<file path="src/rtl/vga_scan_driver.sv">
// VGA scan timing generator: pixel-rate divider, h/v scan counters, and
// registered sync/colour outputs that trail the published scan position by one pixel.
module vga_scan_driver #(
  parameter int CLK_DIV   = 4,
  parameter int H_VISIBLE = 640,
  parameter int H_FP      = 16,
  parameter int H_SYNC    = 96,
  parameter int H_BP      = 48,
  parameter int V_VISIBLE = 480,
  parameter int V_FP      = 10,
  parameter int V_SYNC    = 2,
  parameter int V_BP      = 33
) (
  input  logic        clk,
  input  logic        rst,
  input  logic [11:0] vga_data,
  output logic [9:0]  h_cnt,
  output logic [9:0]  v_cnt,
  output logic        valid,
  output logic        pclk_en,
  output logic        frame_tick,
  output logic        hsync,
  output logic        vsync,
  output logic [3:0]  vgaRed,
  output logic [3:0]  vgaGreen,
  output logic [3:0]  vgaBlue
);

  localparam int H_TOTAL = H_VISIBLE + H_FP + H_SYNC + H_BP;
  localparam int V_TOTAL = V_VISIBLE + V_FP + V_SYNC + V_BP;
  localparam int DIV_W   = $clog2(CLK_DIV);

  localparam logic [DIV_W-1:0] DIV_LAST = DIV_W'(CLK_DIV - 1);
  localparam logic [9:0] H_LAST   = 10'(H_TOTAL - 1);
  localparam logic [9:0] V_LAST   = 10'(V_TOTAL - 1);
  localparam logic [9:0] H_VIS    = 10'(H_VISIBLE);
  localparam logic [9:0] V_VIS    = 10'(V_VISIBLE);
  localparam logic [9:0] HS_START = 10'(H_VISIBLE + H_FP);
  localparam logic [9:0] HS_END   = 10'(H_VISIBLE + H_FP + H_SYNC);
  localparam logic [9:0] VS_START = 10'(V_VISIBLE + V_FP);
  localparam logic [9:0] VS_END   = 10'(V_VISIBLE + V_FP + V_SYNC);

  logic [DIV_W-1:0] div_r;
  logic [9:0]       h_cnt_r;
  logic [9:0]       v_cnt_r;
  logic             hsync_r;
  logic             vsync_r;
  logic [11:0]      rgb_r;

  logic             pclk_en_s;
  logic             valid_s;
  logic             h_wrap_s;
  logic             frame_end_s;
  logic             hsync_low_s;
  logic             vsync_low_s;
  logic [9:0]       h_next_s;
  logic [9:0]       v_next_s;
  logic [11:0]      rgb_next_s;

  // Fetch-stage decode: pixel strobe, visibility, sync windows and next counter values.
  always_comb begin
    pclk_en_s   = (div_r == DIV_LAST);
    valid_s     = (h_cnt_r < H_VIS) && (v_cnt_r < V_VIS);
    h_wrap_s    = (h_cnt_r == H_LAST);
    frame_end_s = h_wrap_s && (v_cnt_r == V_LAST);
    hsync_low_s = (h_cnt_r >= HS_START) && (h_cnt_r < HS_END);
    vsync_low_s = (v_cnt_r >= VS_START) && (v_cnt_r < VS_END);
    h_next_s    = h_cnt_r;
    v_next_s    = v_cnt_r;
    rgb_next_s  = 12'h000;

    if (h_wrap_s) begin
      h_next_s = 10'd0;
      if (v_cnt_r == V_LAST) begin
        v_next_s = 10'd0;
      end else begin
        v_next_s = v_cnt_r + 10'd1;
      end
    end else begin
      h_next_s = h_cnt_r + 10'd1;
    end

    // Blanking forces black whatever the scene returns.
    if (valid_s) begin
      rgb_next_s = vga_data;
    end else begin
      rgb_next_s = 12'h000;
    end
  end

  // Divider, scan counters and pin registers; reset wins over the pixel strobe.
  always_ff @(posedge clk) begin
    if (rst) begin
      div_r   <= '0;
      h_cnt_r <= 10'd0;
      v_cnt_r <= 10'd0;
      hsync_r <= 1'b1;
      vsync_r <= 1'b1;
      rgb_r   <= 12'h000;
    end else begin
      div_r <= div_r + DIV_W'(1);
      if (pclk_en_s) begin
        h_cnt_r <= h_next_s;
        v_cnt_r <= v_next_s;
        hsync_r <= ~hsync_low_s;
        vsync_r <= ~vsync_low_s;
        rgb_r   <= rgb_next_s;
      end
    end
  end

  assign h_cnt      = h_cnt_r;
  assign v_cnt      = v_cnt_r;
  assign valid      = valid_s;
  assign pclk_en    = pclk_en_s;
  assign frame_tick = pclk_en_s && frame_end_s;
  assign hsync      = hsync_r;
  assign vsync      = vsync_r;
  assign vgaRed     = rgb_r[11:8];
  assign vgaGreen   = rgb_r[7:4];
  assign vgaBlue    = rgb_r[3:0];

endmodule

</file>
<file path="config.mk">
export PLATFORM = sky130hd
export DESIGN_NAME = vga_scan_driver
export DESIGN_NICKNAME = d
export VERILOG_FILES = /design/src/rtl/vga_scan_driver.sv
export SDC_FILE = /design/constraint.sdc
export NUM_CORES = 1
export LEC_CHECK = 0
export BUFFER_PORTS_ARGS = -buffer_cell sky130_fd_sc_hd__buf_2
export CAP_MARGIN = 25
export CORE_ASPECT_RATIO = 1.25
export CORE_MARGIN = 3
export CORE_UTILIZATION = 55
export CTS_BUF_LIST = sky130_fd_sc_hd__clkbuf_4 sky130_fd_sc_hd__clkbuf_8
export DETAILED_ROUTE_END_ITERATION = 10
export PLACE_DENSITY = 0.9
export SLEW_MARGIN = 20
export SYNTH_ARGS = -nofsm -noshare
export SYNTH_HDL_FRONTEND = slang
export SYNTH_SLANG_ARGS = --single-unit
</file>
<file path="constraint.sdc">
create_clock -name clk -period 3.1 [get_ports clk]
set_input_delay 0.31 -clock clk [delete_from_list [all_inputs] [get_ports clk]]
set_output_delay 0.31 -clock clk [all_outputs]
set_load 0.01 [all_outputs]
</file>
==> impl_metrics.toml, run 1 <==
[outcome]
status = "finished, final reports clean"

[die]
io_pins = 51
die_h_microns = 67.6
coreArea_sq_mm = 0.00279
fp.dieW_microns = 55.3
start_util = 0.600
rows = 21
dieArea_sq_mm = 0.00374

[place]
placed_area_sq_mm = 0.00191
placed_cells = 264
dp_hpwl_mm = 2.53
place_congestion = 0.801
port_buffers = 50

[power]
p_int_w = 0.000660
p_leak_nw = 0.817
ir_drop_v = 0.000415
power.density_mw_per_mm2 = 425
seqPwrFrac = 0.561
p_sw_frac = 0.220
power.total_w = 0.000847
p_sw_w = 0.000186
clock_power_share = 0.382
pwr-share-comb = 0.056

[sta]
worst_slew_pin_slew_ps = 433
fin_worst_skew_ps = 7.44
setup_viol = 0
timing.fmax_mhz = 440
slew_violations = 0
min_period_ps = 2270
hold_viol = 0
post-route-period-util = 0.733
grt_setup_unrepaired = "no"
fin_setup_tns_ps = 0
max-slew-margin-rel = 0.711

[logic_synthesis]
synth_fp_nets = 209
synthesis.area_sq_mm = 0.00167
yosysTopAreaCellShare = 0.431
yosysWarnings = 0
synth_edf_count = 0
yosysSeqAreaShare = 0.431
async_flop_share = 0
synth_area_leaders = "dfxtp_1 43%, a21oi_1 6.0%, nand3_1 5.4%, nand2b_1 4.9%, ha_1 3.7%"
synth_ff_type = "dfxtp_1"
syn_area_per_cell_sq_um = 8.80
post_synth_num_cell_types = 38
synthCells = 190
synth.largest_area_cell = "dfxtp_1"
synth_seq_cells = 36

[finish]
antenna_cells = 0
layout-drive-gt1-share = 0.273
layout_commonest_cell = "buf_2"
fill_cells = 251
stdcell_count = 272
utilization = 0.715
layout_common_cells = "50 x buf_2, 36 x dfxtp_1, 20 x a21oi_1"
design_area_sq_mm = 0.00199
area_growth_pct = 19.2
fin_nets = 256

[global_routing]
grtUsageTotal = 0.200
grt_pass1_vias = 1369
grt.overflow.total = 0
grt_max_degree = 34
antenna_found_initial = 0
grt_pass1_wl_mm = 5.90

[cts]
cts_tree = "built"
hold_buffers = 0
clkSlewWorstSetupHoldPaths_ps = 110
cts.path.max_buffers = 2
post_cts_buffers = 0
post_cts_resized = 0
clock_sinks = 36
ctsRootBufferMaster = "clkbuf_4"
htree_levels = 2
clk_latency_ps = 350
cts_buffers = 5

[setup_path]
crit_chain = "ha_1, and4_1, nand4_2, nor2_1, buf_2"
critPathCaptureType = "output pin"
r2r_cells = 5
r2r_end = "v_cnt[7]"
critPathLaunchType = "register"
cpMaxStageDelayCell = "dfxtp_1"
worstPathRequired_ps = 2790
critical_path.startpoint = "h_cnt[0]"
arrival_ps = 1960
setup.worst_path.end = "frame_tick"
r2r_start = "h_cnt[0]"
max_stage_delay_ps = 430
critPathKind = "register to output pin"
worstPathMaxFanout = 15
rrSetupSlack_ps = 1040

[detailed_routing]
drt_iter0_markers = 70
viasPerCell = 5.57
firstDrtPassIters = 4
wirelength_mm = 3.56
ant_nets = 0
wl_per_cell_microns = 13.1
drcViolationCount = 0
vias = 1514

[flow_run]
drv.max_cap_violation_count = 0

[min_path]
hp-class = "input port to register"
[critical path: cells and delay by family, from the launching register on]
kind,cells,cell delay [ps]
adder cells (fa/ha/maj),1,210
buffers and inverters,1,140
flip-flops,1,430
AND/OR/NAND/NOR,3,820
[through the flow]
step / hold WS (ps) / worst slack (ps)
global placement: 407 / 1170
global route: 208 / 653
detailed placement: 429 / 1070
floorplan: 399 / 1310
finish: 216 / 828
CTS: 207 / 805
[cell type report]
cell class | instances | area (sq um) | area share
multi-input cells | 137 | 865 | 0.434
clock inverters | 3 | 42.5 | 0.0214
flip-flops and latches | 36 | 721 | 0.362
clock buffers | 5 | 37.5 | 0.0188
well taps | 34 | 42.5 | 0.0214
repair buffers | 52 | 265 | 0.133
inverters | 5 | 18.8 | 0.00942
[metal layers]
layer / GRT usage / up-vias / part of all wire
li1: - / 760 / -
met1: 0.224 / 698 / 0.43
met2: 0.349 / 51 / 0.49
met3: 0.0497 / 5 / 0.072
met4: 0.112 / 0 / 0.014
met5: 0 / - / 0
[Yosys cell counts (4+ instances only)]
cell	count
nand3_1	18
ha_1	5
a21oi_1	20
inv_1	5
nor2_1	15
xnor2_1	6
or3_1	6
nand2_1	7
o21ai_0	5
nand2b_1	13
dfxtp_1	36
xor2_1	4
clkbuf_1	5
nor3_1	6
nand4_1	6
[power groups by stage]
stage          clock network, W   logic, W  registers (W)
3_5_place_dp                  0  0.0000478       0.000486
4_1_cts                0.000333  0.0000482       0.000476
3_3_place_gp                  0  0.0000468       0.000485
6_report               0.000324  0.0000478       0.000475
5_1_grt                0.000354  0.0000528       0.000477
2_1_floorplan                 0  0.0000254       0.000489
[cell families after synthesis]
logic type                 count (synthesis)  share of synthesized area
and+or+nand+nor                           89                      0.312
DFF                                       36                      0.431
AOI/OAI and AO/OA                         32                      0.109
buffers and inverters                     17                     0.0516
xor gates and xnor gates                  10                     0.0524
adders and majority gates                  5                     0.0374
muxes                                      1                    0.00599
[registers in the layout, indices dropped and copies added (netlist names)]
register and cells:
hsync 1, v_cnt 10, div_r 2, rgb_r 12
h_cnt 10, vsync 1
[worst min path at each step]
stage                 start   endpoint  slack [ps]  cells past startpoint
2_1_floorplan      div_r[0]   div_r[0]         400                      1
3_3_place_gp       div_r[0]   div_r[0]         410                      1
3_5_place_dp       div_r[0]   div_r[0]         430                      1
4_1_cts        vga_data[11]  rgb_r[11]         210                      3
5_1_grt         vga_data[3]   rgb_r[3]         210                      3
6_report       vga_data[11]  rgb_r[11]         220                      3
Power figures use the tool's default switching activity.
==> run 2, diff against run 1 <==
--- a/config.mk
+++ b/config.mk
@@ -9,10 +9,10 @@
 export CAP_MARGIN = 25
 export CORE_ASPECT_RATIO = 1.25
 export CORE_MARGIN = 3
-export CORE_UTILIZATION = 55
+export CORE_UTILIZATION = 47
 export CTS_BUF_LIST = sky130_fd_sc_hd__clkbuf_4 sky130_fd_sc_hd__clkbuf_8
 export DETAILED_ROUTE_END_ITERATION = 10
-export PLACE_DENSITY = 0.9
+export PLACE_DENSITY = 0.82
 export SLEW_MARGIN = 20
 export SYNTH_ARGS = -nofsm -noshare
 export SYNTH_HDL_FRONTEND = slang
==> constraint.sdc (replaced) <==
create_clock -name clk -period 2.05 [get_ports clk]
set_input_delay 0.205 -clock clk [delete_from_list [all_inputs] [get_ports clk]]
set_output_delay 0.205 -clock clk [all_outputs]
set_load 0.01 [all_outputs]
==> run 2 against run 1 <==
Against the previous run:
- sequential power up 52%
- clock skew down 2.1 ps
- largest cell class unchanged
- wire length rose by 8.3%
==> impl_metrics.toml, run 2 (synthesis results as in run 1) <==
[outcome]
status = "finished, final reports clean"

[sta]
post-route-period-util = 0.925
setup_viol = 0
hold-worst-slack_ps = 182
hold_viol = 0
grt_setup_unrepaired = "no"
min_period_ps = 1900
fin_worst_skew_ps = 5.37
slew_violations = 0
worst_slew_pin_slew_ps = 433
fin_setup_tns_ps = 0
max-slew-margin-rel = 0.711
timing.fmax_mhz = 527

[power]
p_int_w = 0.00104
ir_drop_v = 0.000487
clock_power_share = 0.405
seqPwrFrac = 0.542
p_sw_w = 0.000284
power.density_mw_per_mm2 = 642
p_leak_nw = 0.863
p_sw_frac = 0.214
pwr-share-comb = 0.054

[place]
place_congestion = 0.793
dp_hpwl_mm = 2.63
placed_area_sq_mm = 0.00195
port_buffers = 50

[finish]
layout_commonest_cell = "buf_2"
fill_cells = 299
design_area_sq_mm = 0.00207
largest_reg_flops = 12
top_register = "rgb_r"
fin_nets = 262
layout_common_cells = "50 x buf_2, 34 x dfxtp_1, 20 x a21oi_1"
area_growth_pct = 23.8
layout-drive-gt1-share = 0.300
antenna_cells = 0

[detailed_routing]
firstDrtPassIters = 4
wl_per_cell_microns = 13.8
ant_nets = 0
drt_iter0_markers = 62
vias = 1538
drcViolationCount = 0
wirelength_mm = 3.85
viasPerCell = 5.49

[die]
dieArea_sq_mm = 0.00431
io_pins = 51
die_h_microns = 72.7
fp.dieW_microns = 59.3
rows = 23
start_util = 0.505
coreArea_sq_mm = 0.00331

[setup_path]
r2r_cells = 6
critPathCaptureType = "output pin"
critPathKind = "register to output pin"
worstPathMaxFanout = 6
max_stage_delay_ps = 380
cpMaxStageDelayCell = "dfxtp_2"
arrival_ps = 1690
critPathLaunchType = "register"
crit_chain = "ha_1, and4_2, nand4_4, buf_4, nor2_1, buf_2"
worstPathRequired_ps = 1850

[flow_run]
drv.max_cap_violation_count = 0

[cts]
cts.path.max_buffers = 2
clk_latency_ps = 290
ctsRootBufferMaster = "clkbuf_8"
htree_levels = 2
cts_buffers = 5
clock_sinks = 36
cts_tree = "built"
clkSlewWorstSetupHoldPaths_ps = 70

[global_routing]
antenna_found_initial = 0
met3_usage = 0.0513
grt_max_degree = 34
use_met2 = 0.289
grt_pass1_wl_mm = 5.94
grt_pass1_vias = 1325
grtUsageTotal = 0.181
grt.overflow.total = 0
use_met1 = 0.213
top_usage_layer = "met2"

[min_path]
hp-class = "input port to register"
hold_path_depth = 3
[run 2: cell count changes in the layout (fill, tap and decap cells not counted)]
cell and delta:
and4_1 -1, and4_2 +1, buf_4 +6, bufinv_16 -1, clkbuf_4 -5, clkbuf_8 +7
clkinv_2 -1, clkinvlp_4 -1, dfxtp_1 -2, dfxtp_2 +2, nand4_2 -1, nand4_4 +1
[run 2: through the flow]
step / worst slack [ps] / util / total power (W) / instances
after CTS: 33.3 / 0.620 / 0.00134 / 278
after floorplan: 257 / - / 0.000777 / 190
after global routing: 11.2 / 0.625 / 0.00137 / 280
after detailed placement: 187 / 0.588 / 0.000807 / 271
final: 154 / 0.625 / 0.00133 / 280
after global placement: 266 / 0.588 / 0.000805 / 271
[run 2: worst max-delay path: cells and delay by family (launching register included)]
family	cells	cell delay, ps
simple gates	3	520
flops	1	380
buf+inv	2	330
fa+ha+maj	1	170
[run 2: final cells by class]
type	count	area, sq um	share of cell area
multi-input combinational	137	875	0.423
tap	37	46.3	0.0224
sequential	36	723	0.349
clock buffer	7	96.3	0.0466
inverter	5	18.8	0.00907
timing repair buffer	58	310	0.150
[run 2: per-layer routing]
layer | wire [microns] | part of all wire
met4 | 90 | 0.023
met2 | 1810 | 0.47
met1 | 1670 | 0.43
met5 | 0 | 0
met3 | 280 | 0.073
[run 2: what timing repair did]
item | in CTS | in global routing
setup endpoints to repair | 1 | 1
hold buffers | 0 | 0
buffers inserted | 0 | 2
gates resized for setup | 1 | 3
[run 2: power groups by stage]
stage / logic [W] / clock network [W] / registers (W)
6_report: 0.0000715 / 0.000537 / 0.000720
5_1_grt: 0.0000805 / 0.000573 / 0.000721
4_1_cts: 0.0000724 / 0.000550 / 0.000719
3_5_place_dp: 0.0000720 / 0 / 0.000735
3_3_place_gp: 0.0000709 / 0 / 0.000734
2_1_floorplan: 0.0000384 / 0 / 0.000739
[run 2: final timing paths]
kind | start | slack, ps | end
max | h_cnt[0] | 150 | frame_tick
min | vga_data[8] | 180 | rgb_r[8]
min reg2reg | div_r[0] | 420 | div_r[0]
max reg2reg | h_cnt[0] | 220 | v_cnt[7]
==> run 3, diff against run 2 <==
--- a/config.mk
+++ b/config.mk
@@ -7,12 +7,14 @@
 export LEC_CHECK = 0
 export BUFFER_PORTS_ARGS = -buffer_cell sky130_fd_sc_hd__buf_2
 export CAP_MARGIN = 25
+export CELL_PAD_IN_SITES_DETAIL_PLACEMENT = 0
+export CELL_PAD_IN_SITES_GLOBAL_PLACEMENT = 1
 export CORE_ASPECT_RATIO = 1.25
 export CORE_MARGIN = 3
-export CORE_UTILIZATION = 47
+export CORE_UTILIZATION = 35
 export CTS_BUF_LIST = sky130_fd_sc_hd__clkbuf_4 sky130_fd_sc_hd__clkbuf_8
 export DETAILED_ROUTE_END_ITERATION = 10
-export PLACE_DENSITY = 0.82
+export PLACE_DENSITY = 0.83
 export SLEW_MARGIN = 20
 export SYNTH_ARGS = -nofsm -noshare
 export SYNTH_HDL_FRONTEND = slang
==> run 3 against run 2 <==
Against the previous run:
- hold slack worse by 2.2 ps
- sequential power about the same
- first-iteration DRC count is 60% higher
- critical endpoint unchanged
- final cell count increased by 8.2%
- via count fell by 2.6%
- design area grew 1.1%
==> impl_metrics.toml, run 3 (synthesis results as in run 1) <==
[outcome]
status = "finished, final reports clean"

[power]
p_leak_nw = 0.868
power.density_mw_per_mm2 = 614
ir_drop_v = 0.000306

[cts]
clk_latency_ps = 280
cts_tree = "built"
htree_levels = 2
hold_buffers = 0
cts_buffers = 5
ctsRootBufferMaster = "clkbuf_8"
post_cts_buffers = 0
cts.path.max_buffers = 2
clkSlewWorstSetupHoldPaths_ps = 80
clock_sinks = 36

[die]
io_pins = 51
die_h_microns = 83.3
start_util = 0.372
rows = 27
coreArea_sq_mm = 0.00449
fp.dieW_microns = 67.8
dieArea_sq_mm = 0.00565

[finish]
layout_commonest_cell = "buf_2"
fin_nets = 263
layout-drive-gt1-share = 0.302
stdcell_count = 303
largest_reg_flops = 12
top_register = "rgb_r"
design_area_sq_mm = 0.00209
antenna_cells = 0
layout_common_cells = "50 x buf_2, 35 x dfxtp_1, 20 x a21oi_1"
fill_cells = 478
area_growth_pct = 25.2

[sta]
hold-worst-slack_ps = 179
max-slew-margin-rel = 0.717
setup_slack_ps = 171
fin_setup_tns_ps = 0
min_period_ps = 1880
post-route-period-util = 0.916
timing.fmax_mhz = 532
setup_viol = 0
slew_violations = 0
hold_viol = 0
grt_setup_unrepaired = "no"
worst_slew_pin_slew_ps = 424
fin_worst_skew_ps = 9.16

[detailed_routing]
wirelength_mm = 3.91
firstDrtPassIters = 4
ant_nets = 0
drcViolationCount = 0
viasPerCell = 4.94
drt_iter0_markers = 99
vias = 1498
wl_per_cell_microns = 12.9

[global_routing]
grt_max_degree = 34
use_met2 = 0.222
top_usage_layer = "met2"
use_met1 = 0.195
grt_pass1_wl_mm = 6.49
grt.overflow.total = 0
antenna_found_initial = 0
grt_pass1_vias = 1384
grtUsageTotal = 0.143
met3_usage = 0.0284

[setup_path]
worstPathRequired_ps = 1850
critPathLaunchType = "register"
critPathKind = "register to output pin"
worstPathMaxFanout = 10
arrival_ps = 1670
crit_chain = "ha_1, and4_2, nand4_4, buf_4, nor2_1, buf_2"
max_stage_delay_ps = 360
cpMaxStageDelayCell = "dfxtp_2"
critPathCaptureType = "output pin"

[place]
place_congestion = 0.778
placed_area_sq_mm = 0.00199
post-place-ws_ps = 220
port_buffers = 50
placed_cells = 295
dp_hpwl_mm = 2.76

[min_path]
hp-class = "input port to register"

[flow_run]
drv.max_cap_violation_count = 0
run 3: worst paths after layout:
check,start,to,slack [ps],depth (start not counted)
worst max register to register,h_cnt[1],v_cnt[5],330,6
worst min-delay path,vga_data[2],rgb_r[2],180,3
worst min register to register,div_r[0],div_r[0],420,1
worst max-delay path,h_cnt[1],frame_tick,170,6
run 3: power by group:
group / total (W) / internal, W / switching, W / leakage [nW]
clock network: 0.000493 / 0.000237 / 0.000256 / 0.0479
logic: 0.0000746 / 0.0000339 / 0.0000407 / 0.528
registers: 0.000717 / 0.000712 / 0.00000542 / 0.292
total: 0.00128 / 0.000982 / 0.000302 / 0.868
run 3: layout make-up:
| class | instances | area, sq um | share of cell area |
|---|---|---|---|
| Multi-Input combinational cell | 137 | 875 | 0.418 |
| Sequential cell | 36 | 722 | 0.345 |
| Timing Repair Buffer | 59 | 318 | 0.152 |
| Tap cell | 58 | 72.6 | 0.0347 |
| Clock buffer | 5 | 68.8 | 0.0329 |
| Clock inverter | 3 | 18.8 | 0.00897 |
| Inverter | 5 | 18.8 | 0.00897 |
run 3: timing repair:
item / CTS / global route
resized for setup: 0 / 3
setup endpoints to repair: 0 / 1
hold endpoints to repair: 0 / 0
run 3: routing by layer:
layer	wire length (microns)	up-vias
li1	-	778
met4	30	0
met3	190	4
met2	1870	30
met1	1820	686
met5	0	-
run 3: critical path, delay by kind of cell (launching register included):
kind | cells | cell delay [ps]
adder cells (fa/ha/maj) | 1 | 160
flip-flops | 1 | 360
buffers and inverters | 2 | 350
AND/OR/NAND/NOR | 3 | 530
run 3: stage by stage:
stage	util	power, W
2_1_floorplan	-	0.000777
3_3_place_gp	0.444	0.000809
3_5_place_dp	0.444	0.000810
4_1_cts	0.463	0.00130
5_1_grt	0.466	0.00134
6_report	0.466	0.00128
